**config.mk**
```make
export PLATFORM = sky130hd
export DESIGN_NAME = regfile_wb_sched
export DESIGN_NICKNAME = d
export VERILOG_FILES = /design/src/rtl/regfile_wb_sched.sv
export SDC_FILE = /design/constraint.sdc
export NUM_CORES = 1
export LEC_CHECK = 0
export BUFFER_PORTS_ARGS = -buffer_cell sky130_fd_sc_hd__buf_2
export CAP_MARGIN = 10
export CORE_ASPECT_RATIO = 0.9
export CORE_MARGIN = 5
export CORE_UTILIZATION = 40
export CTS_BUF_LIST = sky130_fd_sc_hd__clkbuf_16
export DETAILED_ROUTE_END_ITERATION = 7
export SYNTH_ARGS = -nofsm -noshare
export SYNTH_HDL_FRONTEND = slang
export SYNTH_SLANG_ARGS = --single-unit
```
**constraint.sdc**
```tcl
create_clock -name clk -period 19.6 [get_ports clk]
set_input_delay 0.98 -clock clk [delete_from_list [all_inputs] [get_ports clk]]
set_output_delay 0.98 -clock clk [all_outputs]
set_load 0.01 [all_outputs]
```
**src/rtl/regfile_wb_sched.sv**
```systemverilog
// Write-back scheduler and busy-bit scoreboard for the decode-stage register file.
// Round-robin merges the ALU and load write-back paths onto the single write port.
module regfile_wb_sched #(
    parameter int AW = 5,
    parameter int DW = 32
) (
    input  logic          clk,
    input  logic          rst_n,
    input  logic          issue_valid,
    input  logic [AW-1:0] issue_rs,
    input  logic [AW-1:0] issue_rt,
    input  logic [AW-1:0] issue_rd,
    input  logic          issue_wr,
    output logic          issue_stall,
    input  logic          req0_valid,
    input  logic [AW-1:0] req0_rd,
    input  logic [DW-1:0] req0_data,
    output logic          req0_ready,
    input  logic          req1_valid,
    input  logic [AW-1:0] req1_rd,
    input  logic [DW-1:0] req1_data,
    output logic          req1_ready,
    output logic [AW-1:0] rf_rd,
    output logic [DW-1:0] rf_writedata,
    output logic          rf_regwrite,
    output logic [AW:0]   busy_count,
    output logic          wb_err
);
    localparam int NREG = 1 << AW;

    logic [NREG-1:0] busy_q, busy_d;
    logic [AW:0]     busy_count_q, busy_count_d;
    logic            wb_err_q, wb_err_d;
    logic            rr_q, rr_d;
    logic [AW-1:0]   rf_rd_q, rf_rd_d;
    logic [DW-1:0]   rf_writedata_q, rf_writedata_d;
    logic            rf_regwrite_q, rf_regwrite_d;

    logic            grant0, grant1, any_grant, accept;
    logic [AW-1:0]   gnt_rd;
    logic [DW-1:0]   gnt_data;

    // Stall looks only at registered busy bits: a clear in this cycle is not bypassed.
    assign issue_stall = issue_valid &&
                         (busy_q[issue_rs] || busy_q[issue_rt] || (issue_wr && busy_q[issue_rd]));
    assign accept      = issue_valid && !issue_stall;

    // rr_q == 0 favours the ALU path when both requesters contend.
    assign grant0    = req0_valid && (!req1_valid || !rr_q);
    assign grant1    = req1_valid && (!req0_valid ||  rr_q);
    assign any_grant = grant0 || grant1;
    assign gnt_rd    = grant1 ? req1_rd   : req0_rd;
    assign gnt_data  = grant1 ? req1_data : req0_data;

    assign req0_ready   = grant0;
    assign req1_ready   = grant1;
    assign rf_rd        = rf_rd_q;
    assign rf_writedata = rf_writedata_q;
    assign rf_regwrite  = rf_regwrite_q;
    assign busy_count   = busy_count_q;
    assign wb_err       = wb_err_q;

    always_comb begin
        busy_d         = busy_q;
        wb_err_d       = wb_err_q;
        rr_d           = rr_q;
        rf_rd_d        = rf_rd_q;
        rf_writedata_d = rf_writedata_q;
        rf_regwrite_d  = 1'b0;

        if (any_grant) begin
            rf_rd_d        = gnt_rd;
            rf_writedata_d = gnt_data;
            rf_regwrite_d  = (gnt_rd != '0);
            if (gnt_rd != '0) begin
                if (!busy_q[gnt_rd]) begin
                    wb_err_d = 1'b1;
                end
                busy_d[gnt_rd] = 1'b0;
            end
        end

        if (req0_valid && req1_valid) begin
            rr_d = ~rr_q;
        end

        // Applied after the clear so that a set on the same register wins.
        if (accept && issue_wr && (issue_rd != '0)) begin
            busy_d[issue_rd] = 1'b1;
        end
        busy_d[0] = 1'b0;

        busy_count_d = '0;
        for (int i = 0; i < NREG; i++) begin
            busy_count_d = busy_count_d + {{AW{1'b0}}, busy_d[i]};
        end
    end

    always_ff @(posedge clk or negedge rst_n) begin
        if (!rst_n) begin
            busy_q         <= '0;
            busy_count_q   <= '0;
            wb_err_q       <= 1'b0;
            rr_q           <= 1'b0;
            rf_rd_q        <= '0;
            rf_writedata_q <= '0;
            rf_regwrite_q  <= 1'b0;
        end else begin
            busy_q         <= busy_d;
            busy_count_q   <= busy_count_d;
            wb_err_q       <= wb_err_d;
            rr_q           <= rr_d;
            rf_rd_q        <= rf_rd_d;
            rf_writedata_q <= rf_writedata_d;
            rf_regwrite_q  <= rf_regwrite_d;
        end
    end
endmodule
```
==> flow_metrics.tcl, run 1 <==
set metrics [dict create \
    drive_gt1_share_pct 24.8 \
    wirelength_mm 17.6 \
    cts_setup_buffers 0 \
    critical_path.cell_chain "buf_2 > mux4_2 > a22oi_1 > o2111ai_1 > nor4_2 > o21ai_2 > buf_4 > o21a_1 > fa_1 > inv_1 > fa_1 > inv_1 > fa_1 > inv_1 > fa_1 > fa_1 > fa_1 > fa_1 > fa_1 > a21o_1 > a21oi_1 > xnor2_1" \
    post-route-util_pct 48.2 \
    cts_made_buffers 9 \
    synth.distinct_cells 55 \
    diodes 0 \
    synth_edf_count 0 \
    avgSynthCellArea_um2 9.42 \
    clock_sinks 77 \
    clk_latency_ns 0.35 \
    rsz0062_at_grt "no" \
    cap_viol_max_count 0 \
    fin_crit_ns 7.47 \
    fill_cells 1343 \
    detailed_place_hpwl_mm 13.2 \
    tns_ns 0 \
    setup_violations 0 \
    syn_inst 592 \
    syn_to_final_growth_pct 19.7 \
    endpoint_kind "register" \
    fp.dieH_um 122 \
    async_flop_share_pct 100 \
    syn_nets 717 \
    dr.pass1.iters 8 \
    cts.hold.buffers_added 0 \
    ios 143 \
    grt_pass1_wl_mm 28.2 \
    skew_ns 0.00621 \
    yosysSeqAreaShare_pct 34.5 \
    hold_slack_ns 0.507 \
    slowest_delay_ns 0.55 \
    grt_pass1_vias 5170 \
    cts_root_buf "clkbuf_16" \
    antenna_found_initial 0 \
    leakage_nw 3.10 \
    path_class "input port to register" \
    crit_top_cell "fa_1" \
    power_density_nw_per_um2 131 \
    grtUsageTotal_pct 22.0 \
    fin_area_um2 6680 \
    wl_per_cell_um 19.8 \
    ys.warnings.count 0 \
    synth.top_cell.area_share_pct 34.5 \
    antenna_left 0 \
    pre_cts_ws_ns 11.83 \
    synth-main-ff-cell "dfrtp_1" \
    clk_pin_slew_worst_paths_ns 0.06 \
    nets 839 \
    worst_path_max_delay_cell "fa_1" \
    synthesis.area_um2 5580 \
    die_w_um 134 \
    final_max_slew_viol_count 0 \
    gp_congestion 0.947 \
    clockBufferDepth 2 \
    cp.arrival_ns 7.73 \
    grt_overflow 0 \
    dp_cells 874 \
    seq_area_um2 1930 \
    final_common_cell "buf_2" \
    hp-class "register to register" \
    setup_slack_ns 12.13 \
    dpl-instance-area_um2 6400 \
    slew_headroom_pct 29.2 \
    multi_input_area_um2 3400 \
    core-area_um2 13900 \
    required_ns 19.86 \
    drc_errors 0 \
    io_buffers 142 \
    status "completed" \
    vias_per_cell 5.81 \
    die_area_um2 16400 \
    hold_viol 0 \
    ir_drop_v 0.000171 \
    ys_seq_elements 77 \
    crit_fanout 50 \
    p_total_uw 874 \
    worstMarginPinSlew_ns 1.05 \
    yosysTopAreaCell "dfrtp_1" \
    synthTopCellsByArea "dfrtp_1 (35%), fa_1 (8.3%), mux2i_1 (7.5%)" \
    post_cts_resize_count 0 \
    fmax_mhz 134 \
    htree_levels 3 \
    rows 41 \
    start_kind "input port" \
    start_util_pct 40.3 \
    layout_common_cells "buf_2 (142), nand2_1 (80), dfrtp_1 (77)" \
    grt_max_degree 78 \
    drtIter0Drc 563 \
    vias 5176 \
    final_cells 891 \
    finalCritPeriodShare_pct 38.1 \
    cts_tree "done" \
]
power by group:
group | leakage (nW) | internal (mW) | switching [mW] | total, mW
Clock | 0.130 | 0.0847 | 0.0669 | 0.152
Sequential | 0.971 | 0.204 | 0.0434 | 0.248
Combinational | 2.00 | 0.206 | 0.268 | 0.474
sequential cells by signal, summed over array words and instances, names as in the netlist:
| name | flops |
|---|---|
| busy_count | 6 |
| rf_regwrite | 1 |
| rr_q | 1 |
| rf_writedata | 32 |
| rf_rd | 5 |
| wb_err | 1 |
| busy_q | 31 |
metal layers:
metal | up-vias | track usage (%) | share of wire [%]
met3 | 48 | 6.07 | 8.7
met1 | 2511 | 30.2 | 43
met4 | 0 | 6.23 | 2.3
met2 | 229 | 34.4 | 46
met5 | - | 0 | 0
li1 | 2388 | - | -
logic make-up after synthesis:
group	after synthesis	share of synthesized area, %
AOI/OAI and AO/OA	191	21.3
DFF	77	34.5
muxes	69	15.4
xor gates and xnor gates	4	0.628
adders and majority gates	30	9.82
buffers and inverters	68	4.80
and+or+nand+nor	153	13.5
worst max-delay path, delay by kind of cell:
family,cells,cell delay (ns)
fa+ha+maj,8,3.80
simple gates,1,0.51
xor+xnor,1,0.14
mux,1,0.54
compound gates,6,1.07
buf+inv,5,0.70
cell type report:
type,count,share of cell area (%)
clock buffers,9,3.37
clock inverters,7,0.618
inverters,32,1.80
multi-input cells,447,50.9
flip-flops and latches,77,28.9
well taps,172,3.22
repair buffers,147,11.2
cells in the mapped netlist (3+ instances only):
| master | count |
|---|---|
| dfrtp_1 | 77 |
| mux2_1 | 15 |
| o21ai_1 | 32 |
| and3b_1 | 6 |
| fa_1 | 23 |
| o32ai_1 | 4 |
| buf_2 | 7 |
| nand4_1 | 3 |
| and3_1 | 8 |
| a21oi_1 | 9 |
| nor2b_1 | 4 |
| a211o_1 | 5 |
| o31a_1 | 3 |
| nand3_1 | 12 |
| nand2b_1 | 4 |
| nand3b_1 | 3 |
| a21boi_0 | 4 |
| o21ai_0 | 70 |
| buf_1 | 3 |
| inv_1 | 30 |
| o2111ai_1 | 5 |
| nor3b_1 | 7 |
| a31oi_1 | 6 |
| nor3_1 | 7 |
| mux2i_1 | 42 |
| nor2_1 | 9 |
| a21boi_1 | 4 |
| nand2_1 | 80 |
| a211oi_1 | 3 |
| ha_1 | 7 |
| o21a_1 | 21 |
| and2_1 | 4 |
| xnor2_1 | 3 |
| a32o_1 | 3 |
| a22oi_1 | 9 |
| mux4_2 | 12 |
| clkbuf_1 | 25 |
worst paths after layout:
path / startpoint / endpoint / slack, ns / depth (start not counted)
worst max-delay path: issue_rt[0] / busy_count[4] / 12.13 / 22
worst min-delay path: wb_err / wb_err / 0.51 / 2
worst max register to register: rr_q / busy_count[4] / 12.48 / 18
worst min register to register: wb_err / wb_err / 0.51 / 2
max in group asynchronous: rst_n / busy_q[29] / 18.18 / 1
min in group asynchronous: rst_n / rf_writedata[15] / 0.78 / 1
No activity file was read; power rests on OpenSTA's default activity.
==> run 2: changes to the inputs <==
==> constraint.sdc (replaced) <==
create_clock -name clk -period 7.05 [get_ports clk]
set_input_delay 0.3525 -clock clk [delete_from_list [all_inputs] [get_ports clk]]
set_output_delay 0.3525 -clock clk [all_outputs]
set_load 0.01 [all_outputs]
==> flow_metrics.tcl, run 2 (synthesis results as in run 1) <==
set metrics [dict create \
    cap_viol_max_count 0 \
    dr.pass1.iters 5 \
    layout_common_cells "buf_2 (141), nand2_1 (80), dfrtp_1 (77)" \
    critical_path_buf_inv_count 5 \
    timing.rr.end "busy_count[4]" \
    crit_fanout 18 \
    cts_root_buf "clkbuf_16" \
    status "completed" \
    final_common_cell "buf_2" \
    hold_slack_ns 0.154 \
    cts_tree "done" \
    diodes 0 \
    grt_pass1_wl_mm 29.0 \
    path_class "register to register" \
    vias_per_cell 5.75 \
    seqPwrFrac_pct 26.2 \
    crit_top_cell "fa_1" \
    worstRegToRegCells 22 \
    tns_ns 0 \
    p_comb_share_pct 56.4 \
    pwr-share-clk_pct 17.5 \
    drtIter0Drc 467 \
    hp-class "input port to async pin" \
    start_kind "register" \
    vias 5336 \
    detailed_place_hpwl_mm 14.3 \
    setup_slack_ns 0.281 \
    grtUsageTotal_pct 22.4 \
    endpoint_kind "register" \
    power_density_nw_per_um2 362 \
    intPower_mw 1.45 \
    fin_crit_ns 6.77 \
    clk_pin_slew_worst_paths_ns 0.07 \
    netSwitchingFraction_pct 42.9 \
    start_util_pct 40.3 \
    core-area_um2 13900 \
    grt_max_degree 78 \
    largest_reg_flops 32 \
    nets 876 \
    r2r-start "busy_q[7]" \
    ios 143 \
    drc_errors 0 \
    worst_path_max_delay_cell "fa_1" \
    drive_gt1_share_pct 28.7 \
    htree_levels 3 \
    die_w_um 134 \
    antenna_left 0 \
    skew_ns 0.00973 \
    die_area_um2 16400 \
    clockBufferDepth 2 \
    syn_to_final_growth_pct 25.3 \
    pre_cts_ws_ns 0.0314 \
    setup_violations 0 \
    fmax_mhz 148 \
    antenna_found_initial 0 \
    leakage_nw 3.30 \
    grt_overflow 0 \
    wirelength_mm 18.2 \
    final_max_slew_viol_count 0 \
    cp.arrival_ns 7.04 \
    power_switching_mw 1.09 \
    grt_pass1_vias 5333 \
    slowest_delay_ns 0.55 \
    required_ns 7.32 \
    clock_sinks 77 \
    critical_path.cell_chain "mux4_2 > a22oi_1 > o2111ai_1 > nor4_2 > buf_4 > o21ai_2 > buf_12 > o21a_1 > fa_1 > inv_1 > fa_1 > inv_1 > fa_1 > inv_1 > fa_1 > fa_1 > fa_1 > fa_1 > fa_1 > a21o_1 > a21oi_1 > xnor2_1" \
    finalCritPeriodShare_pct 96.0 \
    clk_latency_ns 0.35 \
    hold_viol 0 \
    cp_top_family "adder cells" \
    slew_headroom_pct 35.1 \
    ff2ff_setup_slack_ns 0.28 \
    fp.dieH_um 122 \
    ir_drop_v 0.000457 \
    rows 41 \
    wl_per_cell_um 19.6 \
    io_buffers 142 \
    rsz0062_at_grt "no" \
    gp_congestion 0.981 \
    worstMarginPinSlew_ns 0.973 \
    cts_made_buffers 9 \
]
==> run 2: power groups by stage <==
stage	combinational [mW]	clock [mW]	sequential, mW
floorplan	0.912	0	0.670
global placement	1.42	0	0.666
detailed placement	1.42	0	0.666
CTS	1.46	0.451	0.661
global route	1.66	0.473	0.674
finish	1.43	0.443	0.663
==> run 2: metrics by stage <==
stage	total power, mW	area, um^2	utilization (%)	cells
final	2.53	6990	50.5	928
after floorplan	1.58	5580	-	592
after CTS	2.58	6990	50.4	928
after global placement	2.09	6700	48.4	912
after global routing	2.81	6990	50.5	928
after detailed placement	2.09	6700	48.4	912
==> run 2: area by class of cell <==
class                      instances  area, um^2
fill                            1316        6860
multi-input combinational        447        3410
sequential                        77        1930
timing repair buffer             184        1040
clock buffer                       9         225
tap                              172         215
inverter                          32         120
clock inverter                     7        57.6
==> run 2: worst reg2reg max path, cell delays in order, from the launching register on <==
cell       delay [ns]
dfrtp_1          0.47
mux4_2           0.51
a22oi_1          0.19
o2111ai_1        0.17
nor4_2           0.27
buf_4            0.19
o21ai_2          0.07
buf_12           0.16
o21a_1           0.21
fa_1             0.54
inv_1            0.05
fa_1             0.48
inv_1            0.05
fa_1             0.48
inv_1            0.05
fa_1             0.50
fa_1             0.56
fa_1             0.43
fa_1             0.41
fa_1             0.41
a21o_1           0.19
a21oi_1          0.17
xnor2_1          0.14
==> run 2: repair_timing <==
| action | CTS | global route |
|---|---|---|
| buffers inserted | 0 | 0 |
| gates resized for setup | 0 | 1 |
| setup endpoints to repair | 0 | 1 |
| hold buffers | 0 | 0 |
==> run 2: how the worst max path moves through the flow <==
stage / start / end / cells after the start
after floorplan: issue_rt[1] / busy_count[4] / 22
after global placement: issue_rt[0] / busy_count[4] / 23
after detailed placement: issue_rt[0] / busy_count[4] / 23
after CTS: busy_q[3] / busy_count[4] / 22
after global routing: rr_q / busy_count[4] / 18
final: busy_q[7] / busy_count[4] / 22
==> run 2: routing by layer <==
metal,track usage [%],share of wire [%]
met3,6.32,8.8
met4,8.91,3.3
met5,0,0
met1,29.6,42
met2,35.2,46
==> run 3: changes to the inputs <==
--- a/config.mk
+++ b/config.mk
@@ -10,7 +10,7 @@
 export CORE_ASPECT_RATIO = 0.9
 export CORE_MARGIN = 5
 export CORE_UTILIZATION = 40
-export CTS_BUF_LIST = sky130_fd_sc_hd__clkbuf_16
+export CTS_BUF_LIST = sky130_fd_sc_hd__clkbuf_4
 export DETAILED_ROUTE_END_ITERATION = 7
 export SYNTH_ARGS = -nofsm -noshare
 export SYNTH_HDL_FRONTEND = slang
==> flow_metrics.tcl, run 3 (synthesis results as in run 1) <==
set metrics [dict create \
    status "completed" \
    cap_viol_max_count 0 \
    fp.dieH_um 122 \
    power_density_nw_per_um2 343 \
    finalCritPeriodShare_pct 96.7 \
    antenna_left 0 \
    ir_drop_v 0.000446 \
    tns_ns 0 \
    cts_setup_buffers 0 \
    rsz0062_at_grt "no" \
    clk_pin_slew_worst_paths_ns 0.16 \
    vias 5431 \
    syn_to_final_growth_pct 22.5 \
    grt_overflow 0 \
    dpl-instance-area_um2 6700 \
    ios 143 \
    wl_per_cell_um 19.5 \
    largest_reg_flops 32 \
    clk_latency_ns 0.46 \
    detailed_place_hpwl_mm 14.3 \
    seqPwrFrac_pct 28.3 \
    power_switching_mw 1.07 \
    intPower_mw 1.28 \
    drive_gt1_share_pct 28.7 \
    required_ns 7.43 \
    cts_root_buf "clkbuf_4" \
    fin_crit_ns 6.82 \
    critical_path_buf_inv_count 5 \
    grtUsageTotal_pct 22.4 \
    p_comb_share_pct 61.0 \
    grt_max_degree 78 \
    clockBufferDepth 2 \
    rows 41 \
    io_buffers 142 \
    cts_made_buffers 9 \
    crit_fanout 18 \
    path_class "register to register" \
    final_max_slew_viol_count 0 \
    antenna_found_initial 1 \
    fin_area_um2 6840 \
    hold_viol 0 \
    cp.arrival_ns 7.19 \
    wirelength_mm 18.1 \
    cts_tree "done" \
    endpoint_kind "register" \
    start_kind "register" \
    htree_levels 3 \
    netSwitchingFraction_pct 45.5 \
    fmax_mhz 147 \
    start_util_pct 40.3 \
    leakage_nw 3.24 \
    gp_congestion 0.981 \
    worst_path_max_delay_cell "fa_1" \
    critical_path.cell_chain "mux4_2 > mux2i_1 > o211ai_1 > nor4_2 > buf_4 > o21ai_2 > buf_12 > o21a_1 > fa_1 > inv_1 > fa_1 > inv_1 > fa_1 > inv_1 > fa_1 > fa_1 > fa_1 > fa_1 > fa_1 > a21o_1 > a21oi_1 > xnor2_1" \
    dr.pass1.iters 5 \
    cp_top_family "adder cells" \
    ff2ff_setup_slack_ns 0.23 \
    grt_pass1_vias 5373 \
    skew_ns 0.0266 \
    vias_per_cell 5.85 \
    layout_common_cells "buf_2 (141), nand2_1 (80), dfrtp_1 (77)" \
    grt_pass1_wl_mm 29.0 \
    drc_errors 0 \
    die_area_um2 16400 \
    core-area_um2 13900 \
    die_w_um 134 \
    fill_cells 1327 \
    final_common_cell "buf_2" \
    setup_violations 0 \
    clock_sinks 77 \
    pwr-share-clk_pct 10.8 \
    slew_headroom_pct 34.8 \
    slowest_delay_ns 0.55 \
    cts.hold.buffers_added 0 \
    hp-class "input port to async pin" \
    worstMarginPinSlew_ns 0.978 \
    nets 876 \
    drtIter0Drc 524 \
    p_total_mw 2.34 \
    crit_top_cell "fa_1" \
]
## run 3: worst register-to-register path: cells and delay by family (launching register included)
family	cells	cell delay, ns
adder cells (fa/ha/maj)	8	3.80
AO/OA/AOI/OAI	5	0.76
multiplexers	2	0.65
buffers and inverters	5	0.50
flip-flops	1	0.48
AND/OR/NAND/NOR	1	0.39
XOR/XNOR	1	0.14
## run 3: repair_timing
item / CTS / global route
setup endpoints to repair: 0 / 1
endpoints found under the hold margin: 0 / 0
gates resized for setup: 0 / 2
## run 3: per-layer routing
metal  up-vias  track usage, %  wire, um
li1       2468               -         -
met1      2601            29.7      7570
met2       299            35.1      8220
met3        61            5.45      1580
met4         2            9.48       736
met5         -               0        13
## run 3: final timing paths
| kind | to | cells after the start | startpoint |
|---|---|---|---|
| max | busy_count[4] | 22 | busy_q[11] |
| min | rf_writedata[13] | 1 | rst_n |
| max reg2reg | busy_count[4] | 22 | busy_q[11] |
| min reg2reg | rf_rd[0] | 2 | rf_rd[0] |
| max in group asynchronous | busy_q[28] | 1 | rst_n |
| min in group clk | rf_writedata[27] | 3 | req1_data[27] |
## run 3: final cells by class
class / instances / area (um^2) / area share [%]
clock buffer: 9 / 67.6 / 0.988
tap: 172 / 215 / 3.15
inverter: 32 / 120 / 1.76
antenna: 1 / 2.50 / 0.0366
clock inverter: 7 / 57.6 / 0.842
multi-input combinational: 447 / 3410 / 49.8
timing repair buffer: 184 / 1040 / 15.2
sequential: 77 / 1930 / 28.2
## run 3: power groups by stage
stage | Clock (mW) | Combinational (mW) | Sequential (mW)
floorplan | 0 | 0.912 | 0.670
global placement | 0 | 1.42 | 0.666
detailed placement | 0 | 1.42 | 0.666
CTS | 0.263 | 1.46 | 0.659
global route | 0.280 | 1.66 | 0.673
finish | 0.253 | 1.43 | 0.662
## run 3: per-stage QoR
step | instances | hold WS [ns] | setup slack (ns) | utilization [%]
6_report | 929 | 0.0248 | 0.233 | 49.4
4_1_cts | 928 | 0.0587 | 0.113 | 49.3
3_5_place_dp | 912 | 0.514 | 0.0314 | 48.4
3_3_place_gp | 912 | 0.491 | 0.127 | 48.4
2_1_floorplan | 592 | 0.0569 | 0.404 | -
5_1_grt | 928 | 0.0584 | 0.00533 | 49.3
